**config.mk**
```make
export PLATFORM = sky130hd
export DESIGN_NAME = norm_seq
export DESIGN_NICKNAME = d
export VERILOG_FILES = /design/src/rtl/norm_seq_pkg.sv /design/src/rtl/norm_seq_tok_sync.sv /design/src/rtl/norm_seq.sv
export SDC_FILE = /design/constraint.sdc
export NUM_CORES = 1
export LEC_CHECK = 0
export ABC_AREA = 1
export BUFFER_PORTS_ARGS = -buffer_cell sky130_fd_sc_hd__buf_2
export CAP_MARGIN = 20
export CORE_MARGIN = 10
export CORE_UTILIZATION = 25
export CTS_CLUSTER_SIZE = 8
export DETAILED_ROUTE_END_ITERATION = 10
export PLACE_DENSITY = 0.43
export SYNTH_ARGS = -nofsm -noshare
export SYNTH_HDL_FRONTEND = slang
export SYNTH_SLANG_ARGS = --single-unit
```
**constraint.sdc**
```tcl
create_clock -name clk -period 1.4 [get_ports clk]
set_input_delay 0.28 -clock clk [delete_from_list [all_inputs] [get_ports clk]]
set_output_delay 0.28 -clock clk [all_outputs]
set_load 0.005 [all_outputs]
```
**src/rtl/norm_seq_pkg.sv**
```systemverilog
// norm_seq_pkg
// Shared definitions for the normalization row sequencer.
//   ADDR_BW_DEFAULT : default SRAM address width (max rows = 2**addr_bw)
//   state_t         : sequencer state encoding
package norm_seq_pkg;

   localparam int ADDR_BW_DEFAULT = 4;

   typedef enum logic [2:0] {
      IDLE   = 3'd0,
      RD_ACC = 3'd1,
      ACC    = 3'd2,
      SYNC   = 3'd3,
      RD_DIV = 3'd4,
      DIV    = 3'd5,
      WR     = 3'd6,
      DONE   = 3'd7
   } state_t;

endpackage

```
**src/rtl/norm_seq_tok_sync.sv**
```systemverilog
// norm_seq_tok_sync
// Two-phase token rendezvous between two cores. Each core flips its own token
// once per row; the row may proceed once the peer's token has caught up.
//   clk       : clock
//   reset     : synchronous active-high reset, token returns to 0
//   toggle_i  : flip the local token at the end of this cycle
//   tok_in_i  : token from the peer core
//   solo_i    : single-core mode, always report a match
//   tok_out_o : local token, driven to the peer core
//   match_o   : peer has reached the same row phase (or solo)
module norm_seq_tok_sync (
   input  logic clk,
   input  logic reset,
   input  logic toggle_i,
   input  logic tok_in_i,
   input  logic solo_i,
   output logic tok_out_o,
   output logic match_o
);

   logic tok_q;

   // Local token register; one flip per row marks "my row sum is latched".
   always_ff @(posedge clk) begin
      if (reset) begin
         tok_q <= 1'b0;
      end else if (toggle_i) begin
         tok_q <= ~tok_q;
      end
   end

   // Equal tokens mean both cores have latched the same number of row sums.
   assign tok_out_o = tok_q;
   assign match_o   = solo_i | (tok_in_i == tok_q);

endmodule

```
**src/rtl/norm_seq.sv**
```systemverilog
// norm_seq
// Row sequencer for the normalization stage of one core. For each row it reads
// the psum row and strobes acc, waits for the peer core to do the same, then
// rereads the row, strobes div and writes the normalized row to output SRAM.
//   clk       : clock
//   reset     : synchronous active-high reset
//   start     : one-cycle pulse, begins a pass when idle
//   num_rows  : rows in the pass (clamped to 2**addr_bw), captured with start
//   solo      : skip the peer rendezvous, captured with start
//   psum_cen  : psum SRAM chip enable (active-low), psum_addr its address
//   acc, div  : normalization stage accumulate / divide strobes
//   out_cen   : output SRAM chip enable (active-low)
//   out_wen   : output SRAM write enable (active-low), out_addr its address
//   tok_out   : row token to the peer core, tok_in : token from the peer
//   busy      : pass in progress, done : one-cycle end-of-pass pulse
module norm_seq
   import norm_seq_pkg::*;
#(
   parameter int addr_bw = ADDR_BW_DEFAULT
) (
   input  logic               clk,
   input  logic               reset,
   input  logic               start,
   input  logic [addr_bw:0]   num_rows,
   input  logic               solo,
   output logic               psum_cen,
   output logic [addr_bw-1:0] psum_addr,
   output logic               acc,
   output logic               div,
   output logic               out_cen,
   output logic               out_wen,
   output logic [addr_bw-1:0] out_addr,
   output logic               tok_out,
   input  logic               tok_in,
   output logic               busy,
   output logic               done
);

   localparam logic [addr_bw:0] MAX_ROWS = {1'b1, {addr_bw{1'b0}}};
   localparam logic [addr_bw-1:0] ROW_ONE = {{(addr_bw-1){1'b0}}, 1'b1};

   state_t             state_q;
   logic [addr_bw-1:0] row_q;
   logic [addr_bw-1:0] lastRow_q;
   logic               solo_q;
   logic               start_q;
   logic [addr_bw:0]   numRowsIn_q;
   logic               soloIn_q;

   logic               psumCen_q;
   logic [addr_bw-1:0] psumAddr_q;
   logic               acc_q;
   logic               div_q;
   logic               outCen_q;
   logic               outWen_q;
   logic [addr_bw-1:0] outAddr_q;
   logic               busy_q;
   logic               done_q;

   logic [addr_bw:0]   rowsClamped;
   logic [addr_bw-1:0] lastRow_d;
   logic [addr_bw-1:0] rowNext;
   logic               tokMatch;

   // Clamp the requested row count to the SRAM depth and derive the index of
   // the last row. A full-depth request has zero low bits, so the subtraction
   // wraps to the all-ones last index as intended.
   always_comb begin
      rowsClamped = numRowsIn_q;
      if (numRowsIn_q > MAX_ROWS) begin
         rowsClamped = MAX_ROWS;
      end
      lastRow_d = rowsClamped[addr_bw-1:0] - ROW_ONE;
      rowNext   = row_q + ROW_ONE;
   end

   // Peer rendezvous: the token flips on the edge that leaves ACC, which is
   // the same edge the normalization stage latches this row's sum.
   norm_seq_tok_sync u_tokSync (
      .clk       (clk),
      .reset     (reset),
      .toggle_i  (state_q == ACC),
      .tok_in_i  (tok_in),
      .solo_i    (solo_q),
      .tok_out_o (tok_out),
      .match_o   (tokMatch)
   );

   // Main sequencer. The start/num_rows/solo inputs pass through one register
   // stage before IDLE acts on them; every output is registered and set on the
   // transition into the state it belongs to. Strobes and enables default to
   // inactive each cycle so they only ever last a single state.
   always_ff @(posedge clk) begin
      if (reset) begin
         state_q     <= IDLE;
         row_q       <= '0;
         lastRow_q   <= '0;
         solo_q      <= 1'b0;
         start_q     <= 1'b0;
         numRowsIn_q <= '0;
         soloIn_q    <= 1'b0;
         psumCen_q   <= 1'b1;
         psumAddr_q  <= '0;
         acc_q       <= 1'b0;
         div_q       <= 1'b0;
         outCen_q    <= 1'b1;
         outWen_q    <= 1'b1;
         outAddr_q   <= '0;
         busy_q      <= 1'b0;
         done_q      <= 1'b0;
      end else begin
         start_q     <= start;
         numRowsIn_q <= num_rows;
         soloIn_q    <= solo;
         psumCen_q   <= 1'b1;
         acc_q       <= 1'b0;
         div_q       <= 1'b0;
         outCen_q    <= 1'b1;
         outWen_q    <= 1'b1;
         done_q      <= 1'b0;
         case (state_q)
            IDLE: begin
               if (start_q) begin
                  solo_q    <= soloIn_q;
                  lastRow_q <= lastRow_d;
                  row_q     <= '0;
                  if (rowsClamped == '0) begin
                     state_q <= DONE;
                     done_q  <= 1'b1;
                     busy_q  <= 1'b0;
                  end else begin
                     state_q    <= RD_ACC;
                     busy_q     <= 1'b1;
                     psumCen_q  <= 1'b0;
                     psumAddr_q <= '0;
                  end
               end
            end
            RD_ACC: begin
               state_q <= ACC;
               acc_q   <= 1'b1;
            end
            ACC: begin
               state_q <= SYNC;
            end
            SYNC: begin
               if (tokMatch) begin
                  state_q    <= RD_DIV;
                  psumCen_q  <= 1'b0;
                  psumAddr_q <= row_q;
               end
            end
            RD_DIV: begin
               state_q <= DIV;
               div_q   <= 1'b1;
            end
            DIV: begin
               state_q   <= WR;
               outCen_q  <= 1'b0;
               outWen_q  <= 1'b0;
               outAddr_q <= row_q;
            end
            WR: begin
               if (row_q == lastRow_q) begin
                  state_q <= DONE;
                  done_q  <= 1'b1;
                  busy_q  <= 1'b0;
               end else begin
                  state_q    <= RD_ACC;
                  row_q      <= rowNext;
                  psumCen_q  <= 1'b0;
                  psumAddr_q <= rowNext;
               end
            end
            DONE: begin
               state_q <= IDLE;
            end
            default: begin
               state_q <= IDLE;
            end
         endcase
      end
   end

   assign psum_cen  = psumCen_q;
   assign psum_addr = psumAddr_q;
   assign acc       = acc_q;
   assign div       = div_q;
   assign out_cen   = outCen_q;
   assign out_wen   = outWen_q;
   assign out_addr  = outAddr_q;
   assign busy      = busy_q;
   assign done      = done_q;

endmodule
```
==> run metrics, run 1 <==
maximum capacitance violations=0; CTS tree=done; Die Outline Area=~0.0098 sq mm; total number of vias=around 1400; total overflow reported by the global router=0; slew at the pin closest to its max-slew limit=274 ps; global-route wire length before repair=around 6300 um; Synth Register Bits=34; Std-Cell Rows=28; RSZ-0062 raised after global routing=true; detailed router's first-iteration violation count=58; CP peak stage delay=340 ps; most frequent cells in the layout=sky130_fd_sc_hd__nand2_1 (41), sky130_fd_sc_hd__dfxtp_1 (29), sky130_fd_sc_hd__inv_1 (28); power density relative to cell area=1880 mW/mm^2; synthesized net count=approximately 230; Arr. time, crit path=1650 ps; later-pin clock latency in the skew report=just under 300 ps; slowest stage cell, crit path=sky130_fd_sc_hd__dfxtp_2; number of nets still failing antenna checks after routing=0; status=finished, violations left; via count of the first global-routing pass=1349; Post-Syn Area per Cell=7.28 sq um; cell area after synthesis=0.00156 sq mm; count of endpoints failing hold in the final timing report=0; count of cell types in the netlist=27; die span in x=98.9 um; Worst Hold Slack=177 ps; layer with the highest usage=met2; combined buffer and inverter count along the critical path=0; maximum vdd ir drop=0.000609 V; antenna diode instance count=0; Final Max Slew Viols=0; commonest non-fill, non-tap cell in the layout=sky130_fd_sc_hd__nand2_1; cell type contributing the most total cell area after synthesis=sky130_fd_sc_hd__dfxtp_1; dominant cell type by count on the critical path=sky130_fd_sc_hd__nor2_4; portion of synthesized cell area occupied by the leading cell type=43.7%; final net count=274; required arrival time at the worst endpoint=~1600 ps; Total Routed Length=~3600 um; endpoint of the lowest-slack register-to-register path=psum_addr[1]; Num CTS Buffers=5; leakage power=slightly below 1 nW; prevailing post-synth register cell=sky130_fd_sc_hd__dfxtp_1; Filler Cell Count=639; hold path startpoint=num_rows[3]; crit path launch type=flop; detail-routed via count per cell=4.12; worst reg2reg setup slack=-60 ps; startpoint of the lowest-slack register-to-register path=numRowsIn_q[3]; half-perimeter wire length of the detailed placement result=2900 um; EDFF count, synth=0; number of port buffers=25; depth of the CTS H-tree=2; routed length per placed instance=10.8 um; initial antenna violation count=0; die span in y=98.9 um; CTS clock-pin slew for the worst setup and hold paths=around 80 ps; # clock sinks=34; main area contributors after synthesis=sky130_fd_sc_hd__dfxtp_1 (44%), sky130_fd_sc_hd__nand2_1 (9.9%), sky130_fd_sc_hd__inv_1 (6.7%), sky130_fd_sc_hd__nor2_1 (6.5%), sky130_fd_sc_hd__a21oi_1 (4.2%); fraction of final layout cells sized beyond drive strength 1=34.2%; FFs w/ async S/R, synth=0%; post-route clock skew=about 9 ps; number of standard cells after synthesis=214; register area=approximately 690 sq um; sequential share of the synthesized area=43.7%; gpl congestion=between 0.7 and 0.8; achievable clock frequency=0.685 GHz; time the worst path needs with I/O delays and setup=~1500 ps; starting density of the core=26.0%; routing usage on met3=2.79%; CP Class=flop to flop; setup ws final=-60.8 ps; Synth Warn #=0; number of DRC violations after detailed routing=0; core area=0.00599 sq mm; Overall Global Routing Usage=between 7 and 8%; crit-path cells=nor2_4 -> nand3b_1 -> nand2_1 -> nand2_1 -> ha_2 -> nand3_2 -> nor2_4 -> nor2_4 -> nand3_4 -> nor2_1 -> nor2_1; number of top-level pins=26; Max-Slew Margin vs Limit=about four fifths; violations in the final reports=setup timing; Worst Hold Endpoint=numRowsIn_q[3]; area overhead of the layout relative to synthesis=32.6%; type of the tightest min-delay check=primary input to flop; root buf cell=sky130_fd_sc_hd__clkbuf_8; final-report setup violation count=4; final core utilization=34.5%; peak fanout along the critical path=8; final worst-path cycle share=104%; type of element capturing the critical path=flop; GR Util met2=12.3%; worst-case clock buffer depth=2; number of instances on the worst hold path=3; family with the most delay on the worst path=simple AND/OR/NAND/NOR gates; setup tns final=-228 ps; first-pass iteration count of the detailed router=4; area used by multi-input combinational logic=741 sq um; Reg2Reg Depth=11; fraction of met1 tracks used by global routing=9.26%; pin count of the biggest net entering global routing=13
cells by family after synthesis:
family / share of synthesized area, %
adder cells (fa/ha/maj): 1.61
buffers and inverters: 10.4
AO/OA/AOI/OAI: 11.2
AND/OR/NAND/NOR: 31.9
XOR/XNOR: 1.12
flip-flops: 43.7
report_power, final:
part	leakage [nW]	switching, mW	total [mW]	internal [mW]
Clock	0.0504	0.377	0.907	0.529
Combinational	0.642	0.910	1.59	0.683
Sequential	0.281	0.184	1.39	1.21
area by class of cell:
| type | instances | share of cell area, % |
|---|---|---|
| inverters | 36 | 6.54 |
| well taps | 75 | 4.54 |
| repair buffers | 46 | 14.3 |
| clock buffers | 5 | 3.33 |
| multi-input cells | 139 | 35.9 |
| flip-flops and latches | 34 | 33.3 |
| clock inverters | 3 | 2.18 |
state kept, by name (all words and copies together) (netlist names), 3 cells and up:
| signal | flops |
|---|---|
| lastRow_q | 4 |
| numRowsIn_q | 5 |
| out_addr | 4 |
| psum_addr | 4 |
| row_q | 4 |
| state_q | 3 |
tightest hold or removal path, cell delays in order:
cell and delay (ps):
sky130_fd_sc_hd__buf_2 90, sky130_fd_sc_hd__inv_1 40, sky130_fd_sc_hd__nor2_1 30
stage by stage:
stage,cell area [sq um],total power [mW],worst slack (ps),std cells
4_1_cts,2060,3.93,-83.9,338
5_1_grt,2070,4.26,-235,338
3_5_place_dp,1930,3.00,-60.2,329
6_report,2070,3.89,-60.8,338
2_1_floorplan,1580,2.44,3.25,214
3_3_place_gp,1930,2.99,-15.4,329
cells in the mapped netlist (2+ instances only):
master / count
sky130_fd_sc_hd__nand3_1: 9
sky130_fd_sc_hd__ha_1: 2
sky130_fd_sc_hd__o21ai_1: 3
sky130_fd_sc_hd__nor2_2: 4
sky130_fd_sc_hd__dfxtp_1: 34
sky130_fd_sc_hd__xor2_1: 2
sky130_fd_sc_hd__nand2_2: 4
sky130_fd_sc_hd__or2_2: 2
sky130_fd_sc_hd__inv_2: 8
sky130_fd_sc_hd__a21oi_1: 13
sky130_fd_sc_hd__clkbuf_1: 2
sky130_fd_sc_hd__nand2_1: 41
sky130_fd_sc_hd__nor2_4: 4
sky130_fd_sc_hd__inv_1: 28
sky130_fd_sc_hd__nor3_1: 3
sky130_fd_sc_hd__nor2_1: 27
sky130_fd_sc_hd__o21ai_0: 13
sky130_fd_sc_hd__nand3_2: 3
sky130_fd_sc_hd__nand4_1: 3
sky130_fd_sc_hd__buf_4: 2
metal layers:
| layer | wire length, um | vias up | share of wire [%] |
|---|---|---|---|
| met4 | 63 | 0 | 1.7 |
| met1 | 1820 | 606 | 50 |
| li1 | - | 766 | - |
| met2 | 1610 | 18 | 44 |
| met3 | 145 | 4 | 4.0 |
| met5 | 0 | - | 0 |
worst max-delay path by stage:
stage,from,cells after the start,endpoint,slack (ps)
after floorplan,numRowsIn_q[3],11,psum_addr[0],3
after global placement,numRowsIn_q[3],11,psum_addr[0],-20
after detailed placement,numRowsIn_q[3],11,psum_addr[3],-60
after CTS,numRowsIn_q[3],11,psum_addr[3],-80
after global routing,numRowsIn_q[3],11,psum_addr[1],-230
final,numRowsIn_q[3],11,psum_addr[1],-60
repair_timing:
action                     4_1_cts  5_1_grt
pin swaps                        4        4
setup buffers                    1        0
gates resized for setup          0        5
setup endpoints to repair        4       13
hold buffers                     0        0
Power figures use the tool's default switching activity.
==> run 2, diff against run 1 <==
Settings changed: SETUP_SLACK_MARGIN from default to 0.02.
==> run metrics, run 2 (synthesis results as in run 1) <==
post-placement worst setup slack=-83.6 ps; number of nets still failing antenna checks after routing=0; Worst Hold Slack=188 ps; endpoint of the most critical setup path=psum_addr[0]; post-route clock skew=10.4 ps; worst reg2reg setup slack=-70 ps; type of element capturing the critical path=flop; endpoint of the lowest-slack register-to-register path=psum_addr[0]; count of endpoints failing hold in the final timing report=0; Arr. time, crit path=between 1500 and 2000 ps; slew at the pin closest to its max-slew limit=363 ps; max reg flops=5; routed length per placed instance=11.1 um; setup tns final=-289 ps; CTS tree=done; die span in x=about 99 um; maximum capacitance violations=0; number of top-level pins=26; violations in the final reports=setup timing; required arrival time at the worst endpoint=1630 ps; Overall Global Routing Usage=under 10%; global-route wire length before repair=6750 um; RSZ-0062 raised after global routing=true; final net count=279; gpl congestion=0.789; Tot Pwr=3.86 mW; Filler Cell Count=644; power density relative to cell area=1820 mW/mm^2; starting density of the core=26.0%; type of the tightest min-delay check=primary input to flop; setup ws final=-68.3 ps; final-report setup violation count=5; Final Max Slew Viols=0; register containing the most flip-flops in the final layout=numRowsIn_q; maximum vdd ir drop=around 0.00050 V; Total Routed Length=3800 um; detailed router's first-iteration violation count=roughly 50; leakage power=1.01 nW; via count of the first global-routing pass=1407; first-pass iteration count of the detailed router=4; most frequent cells in the layout=sky130_fd_sc_hd__nand2_1 (40), sky130_fd_sc_hd__inv_1 (28), sky130_fd_sc_hd__dfxtp_1 (26); # clock sinks=34; Reg2Reg Depth=12; time the worst path needs with I/O delays and setup=roughly 1500 ps; detail-routed via count per cell=4.01; CP Class=flop to flop; half-perimeter wire length of the detailed placement result=2900 um; fraction of final layout cells sized beyond drive strength 1=38.1%; achievable clock frequency=between 0.6 and 0.7 GHz; final core utilization=35.4%; depth of the CTS H-tree=2; Std-Cell Rows=28; initial antenna violation count=0; total overflow reported by the global router=0; Die Outline Area=between 0.009 and 0.01 sq mm; commonest non-fill, non-tap cell in the layout=sky130_fd_sc_hd__nand2_1; startpoint of the lowest-slack register-to-register path=numRowsIn_q[2]; Max-Slew Margin vs Limit=75.7%; Crit. Startpoint=numRowsIn_q[2]; count of hold buffers inserted by post-cts repair=0; pin count of the biggest net entering global routing=12; peak fanout along the critical path=8; antenna diode instance count=0; total number of vias=1376; status=finished, violations left; Num CTS Buffers=5; number of DRC violations after detailed routing=0; core area=0.00599 sq mm; die span in y=98.9 um; number of port buffers=25; worst-case clock buffer depth=2; final worst-path cycle share=105%; root buf cell=sky130_fd_sc_hd__clkbuf_8; area overhead of the layout relative to synthesis=36.3%; crit path launch type=flop; later-pin clock latency in the skew report=290 ps; CTS clock-pin slew for the worst setup and hold paths=roughly 70 ps
-- run 2: timing repair --
item | 4_1_cts | 5_1_grt
setup buffers | 6 | 2
hold endpoints to repair | 0 | 0
pin swaps | 8 | 7
gates resized for setup | 1 | 15
endpoints found under the setup margin | 6 | 19
gates cloned | 0 | 0
-- run 2: worst min-delay path by stage --
stage / startpoint / to / slack [ps] / cells after the start
6_report: num_rows[1] / numRowsIn_q[1] / 190 / 3
5_1_grt: start / start_q / 190 / 3
3_5_place_dp: busy / busy / 440 / 2
4_1_cts: num_rows[2] / numRowsIn_q[2] / 180 / 3
3_3_place_gp: busy / busy / 440 / 2
2_1_floorplan: reset / div / 360 / 1
-- run 2: power by group --
group / leakage (nW) / switching [mW] / internal, mW / total (mW)
registers: 0.282 / 0.186 / 1.22 / 1.41
logic: 0.675 / 0.966 / 0.732 / 1.70
clock network: 0.0482 / 0.358 / 0.397 / 0.755
-- run 2: layer usage --
metal / up-vias / part of all wire (%) / track usage, % / wire (um)
met2: 20 / 44 / 12.6 / 1690
li1: 774 / - / - / -
met5: - / 0 / 0 / 0
met4: 0 / 2.1 / 3.09 / 80
met1: 575 / 49 / 10.5 / 1850
met3: 7 / 4.8 / 3.14 / 183
-- run 2: through the flow --
stage	instances	area [sq um]
finish	343	2120
global route	343	2120
CTS	343	2080
detailed placement	329	1930
global placement	329	1930
floorplan	214	1580
-- run 2: final cells by class --
| cell class | instances | area (sq um) | area share [%] |
|---|---|---|---|
| Multi-Input combinational cell | 139 | 777 | 36.6 |
| Sequential cell | 34 | 693 | 32.6 |
| Timing Repair Buffer | 51 | 333 | 15.7 |
| Inverter | 36 | 135 | 6.36 |
| Tap cell | 75 | 93.8 | 4.42 |
| Clock buffer | 7 | 86.3 | 4.07 |
| Clock inverter | 1 | 5.00 | 0.236 |
-- run 2: critical path, cell delays in order, from the launching register on --
cell                       delay [ps]
sky130_fd_sc_hd__dfxtp_2          330
sky130_fd_sc_hd__nor2_4           100
sky130_fd_sc_hd__nand3b_1          90
sky130_fd_sc_hd__nand2_1           80
sky130_fd_sc_hd__nand2_1           50
sky130_fd_sc_hd__ha_2             170
sky130_fd_sc_hd__nand3_2           80
sky130_fd_sc_hd__nor2_4            50
sky130_fd_sc_hd__nor2_4           110
sky130_fd_sc_hd__nand3_4          120
sky130_fd_sc_hd__nand2_1           80
sky130_fd_sc_hd__nand2_1           50
sky130_fd_sc_hd__nor2_1            90
==> run 3, diff against run 2 <==
Settings changed: CORE_MARGIN 10 to 2.
==> run metrics, run 3 (synthesis results as in run 1) <==
number of top-level pins=26; final design area excluding fillers=0.00215 sq mm; count of endpoints failing hold in the final timing report=0; status=finished, violations left; final cell count without fillers=345; required arrival time at the worst endpoint=1580 ps; max reg flops=5; clock group share of total power=22.0%; slew at the pin closest to its max-slew limit=about 220 ps; crit-path cells=nor2_4 -> nand3b_1 -> nand2_1 -> nand2_1 -> ha_2 -> nand3_2 -> nor2_4 -> nor2_4 -> nand3_4 -> nor2_1 -> nor2_1; Die Outline Area=0.00688 sq mm; most frequent cells in the layout=sky130_fd_sc_hd__nand2_1 (41), sky130_fd_sc_hd__inv_1 (28), sky130_fd_sc_hd__dfxtp_1 (25), sky130_fd_sc_hd__buf_2 (25), sky130_fd_sc_hd__buf_4 (25); startpoint of the lowest-slack register-to-register path=numRowsIn_q[2]; detailed router's first-iteration violation count=between 50 and 60; setup ws final=-50.4 ps; CP Class=flop to flop; Final Max Slew Viols=0; global-route wire length before repair=6200 um; total number of vias=around 1400; antenna diode instance count=0; post-placement worst setup slack=-45.9 ps; Worst Hold Endpoint=start_q; register containing the most flip-flops in the final layout=numRowsIn_q; area overhead of the layout relative to synthesis=38.2%; maximum vdd ir drop=0.000506 V; fraction of final layout cells sized beyond drive strength 1=38.5%; achievable clock frequency=0.689 GHz; root buf cell=sky130_fd_sc_hd__clkbuf_8; combined buffer and inverter count along the critical path=0; dominant cell type by count on the critical path=sky130_fd_sc_hd__nor2_4; slowest stage cell, crit path=sky130_fd_sc_hd__dfxtp_2; routed length per placed instance=a little over 10 um; violations in the final reports=setup timing; power density relative to cell area=1840 mW/mm^2; Overall Global Routing Usage=approximately 11%; final net count=281; via count of the first global-routing pass=1361; Switching Power=1.47 mW; pin count of the biggest net entering global routing=12; CTS clock-pin slew for the worst setup and hold paths=roughly 70 ps; RSZ-0062 raised after global routing=true; Reg2Reg Depth=11; Max-Slew Margin vs Limit=85.3%; half-perimeter wire length of the detailed placement result=around 2700 um; number of cells after detailed placement=328; time the worst path needs with I/O delays and setup=1450 ps; total overflow reported by the global router=0; Std-Cell Rows=28; commonest non-fill, non-tap cell in the layout=sky130_fd_sc_hd__nand2_1; type of the tightest min-delay check=primary input to flop; final worst-path cycle share=104%; family with the most delay on the worst path=simple AND/OR/NAND/NOR gates; hold path startpoint=start; detail-routed via count per cell=4.16; die span in y=82.9 um; number of instances on the worst hold path=3; Total Routed Length=approximately 3600 um; endpoint of the lowest-slack register-to-register path=psum_addr[3]; initial antenna violation count=0; Reg power frac=35.2%; number of nets still failing antenna checks after routing=0; number of port buffers=25; gpl congestion=0.730; depth of the CTS H-tree=2; later-pin clock latency in the skew report=280 ps; die span in x=82.9 um; # clock sinks=34; first-pass iteration count of the detailed router=4; Placed Instance Area=0.00193 sq mm; Num CTS Buffers=5; peak fanout along the critical path=8; starting density of the core=between 20% and 30%; Arr. time, crit path=1630 ps; CTS tree=done; switching share of power=37.0%; Internal Power=roughly 2.5 mW; core area=0.00596 sq mm; Tot Pwr=3.97 mW; worst reg2reg setup slack=-50 ps; leakage power=1.02 nW; number of DRC violations after detailed routing=0; post-route clock skew=~6.6 ps; maximum capacitance violations=0; worst-case clock buffer depth=2; crit path launch type=flop; type of element capturing the critical path=flop; final-report setup violation count=6; CP peak stage delay=roughly 330 ps; logic gate share of total power=42.7%
[run 3: power groups by stage]
stage,Clock [mW],Combinational (mW),Sequential (mW)
finish,0.875,1.70,1.40
global route,0.973,1.94,1.44
CTS,0.919,1.57,1.39
detailed placement,0,1.55,1.41
global placement,0,1.56,1.41
floorplan,0,1.06,1.38
[run 3: worst max path at each step]
stage                         from            to  slack, ps  depth (start not counted)
global placement    numRowsIn_q[3]  psum_addr[0]        -20                         11
global route        numRowsIn_q[2]  psum_addr[3]       -230                         12
finish              numRowsIn_q[2]  psum_addr[3]        -50                         11
floorplan           numRowsIn_q[3]  psum_addr[0]          3                         11
detailed placement  numRowsIn_q[3]  psum_addr[0]        -50                         12
CTS                 numRowsIn_q[2]  psum_addr[0]        -70                         12
[run 3: layout make-up]
class,count,area [sq um]
clock inverters,1,30.0
inverters,36,135
flip-flops and latches,34,692
multi-input cells,139,771
clock buffers,7,76.3
well taps,75,93.8
repair buffers,53,355
fillers,659,3800
[run 3: per-layer routing]
layer / up-vias / GRT usage, % / wire (um)
met5: - / 0 / 0
met4: 0 / 4.77 / 64
met3: 6 / 3.68 / 152
met2: 22 / 17.2 / 1660
met1: 631 / 14.0 / 1690
li1: 776 / - / -
[run 3: metrics by stage]
step / utilization, % / setup TNS (ps) / hold slack (ps)
2_1_floorplan: - / 0 / 356
3_3_place_gp: 32.4 / -36.8 / 445
3_5_place_dp: 32.4 / -169 / 444
4_1_cts: 34.4 / -258 / 177
5_1_grt: 36.2 / -1130 / 182
6_report: 36.2 / -232 / 190
[run 3: what timing repair did]
| action | CTS | global route |
|---|---|---|
| pin swaps | 8 | 10 |
| setup endpoints to repair | 5 | 20 |
| hold buffers | 0 | 0 |
| setup buffers | 2 | 7 |
| gates resized for setup | 0 | 18 |
[run 3: tightest hold or removal path, cell delays in order]
cell	delay [ps]
sky130_fd_sc_hd__buf_2	70
sky130_fd_sc_hd__inv_1	30
sky130_fd_sc_hd__nor2_1	60
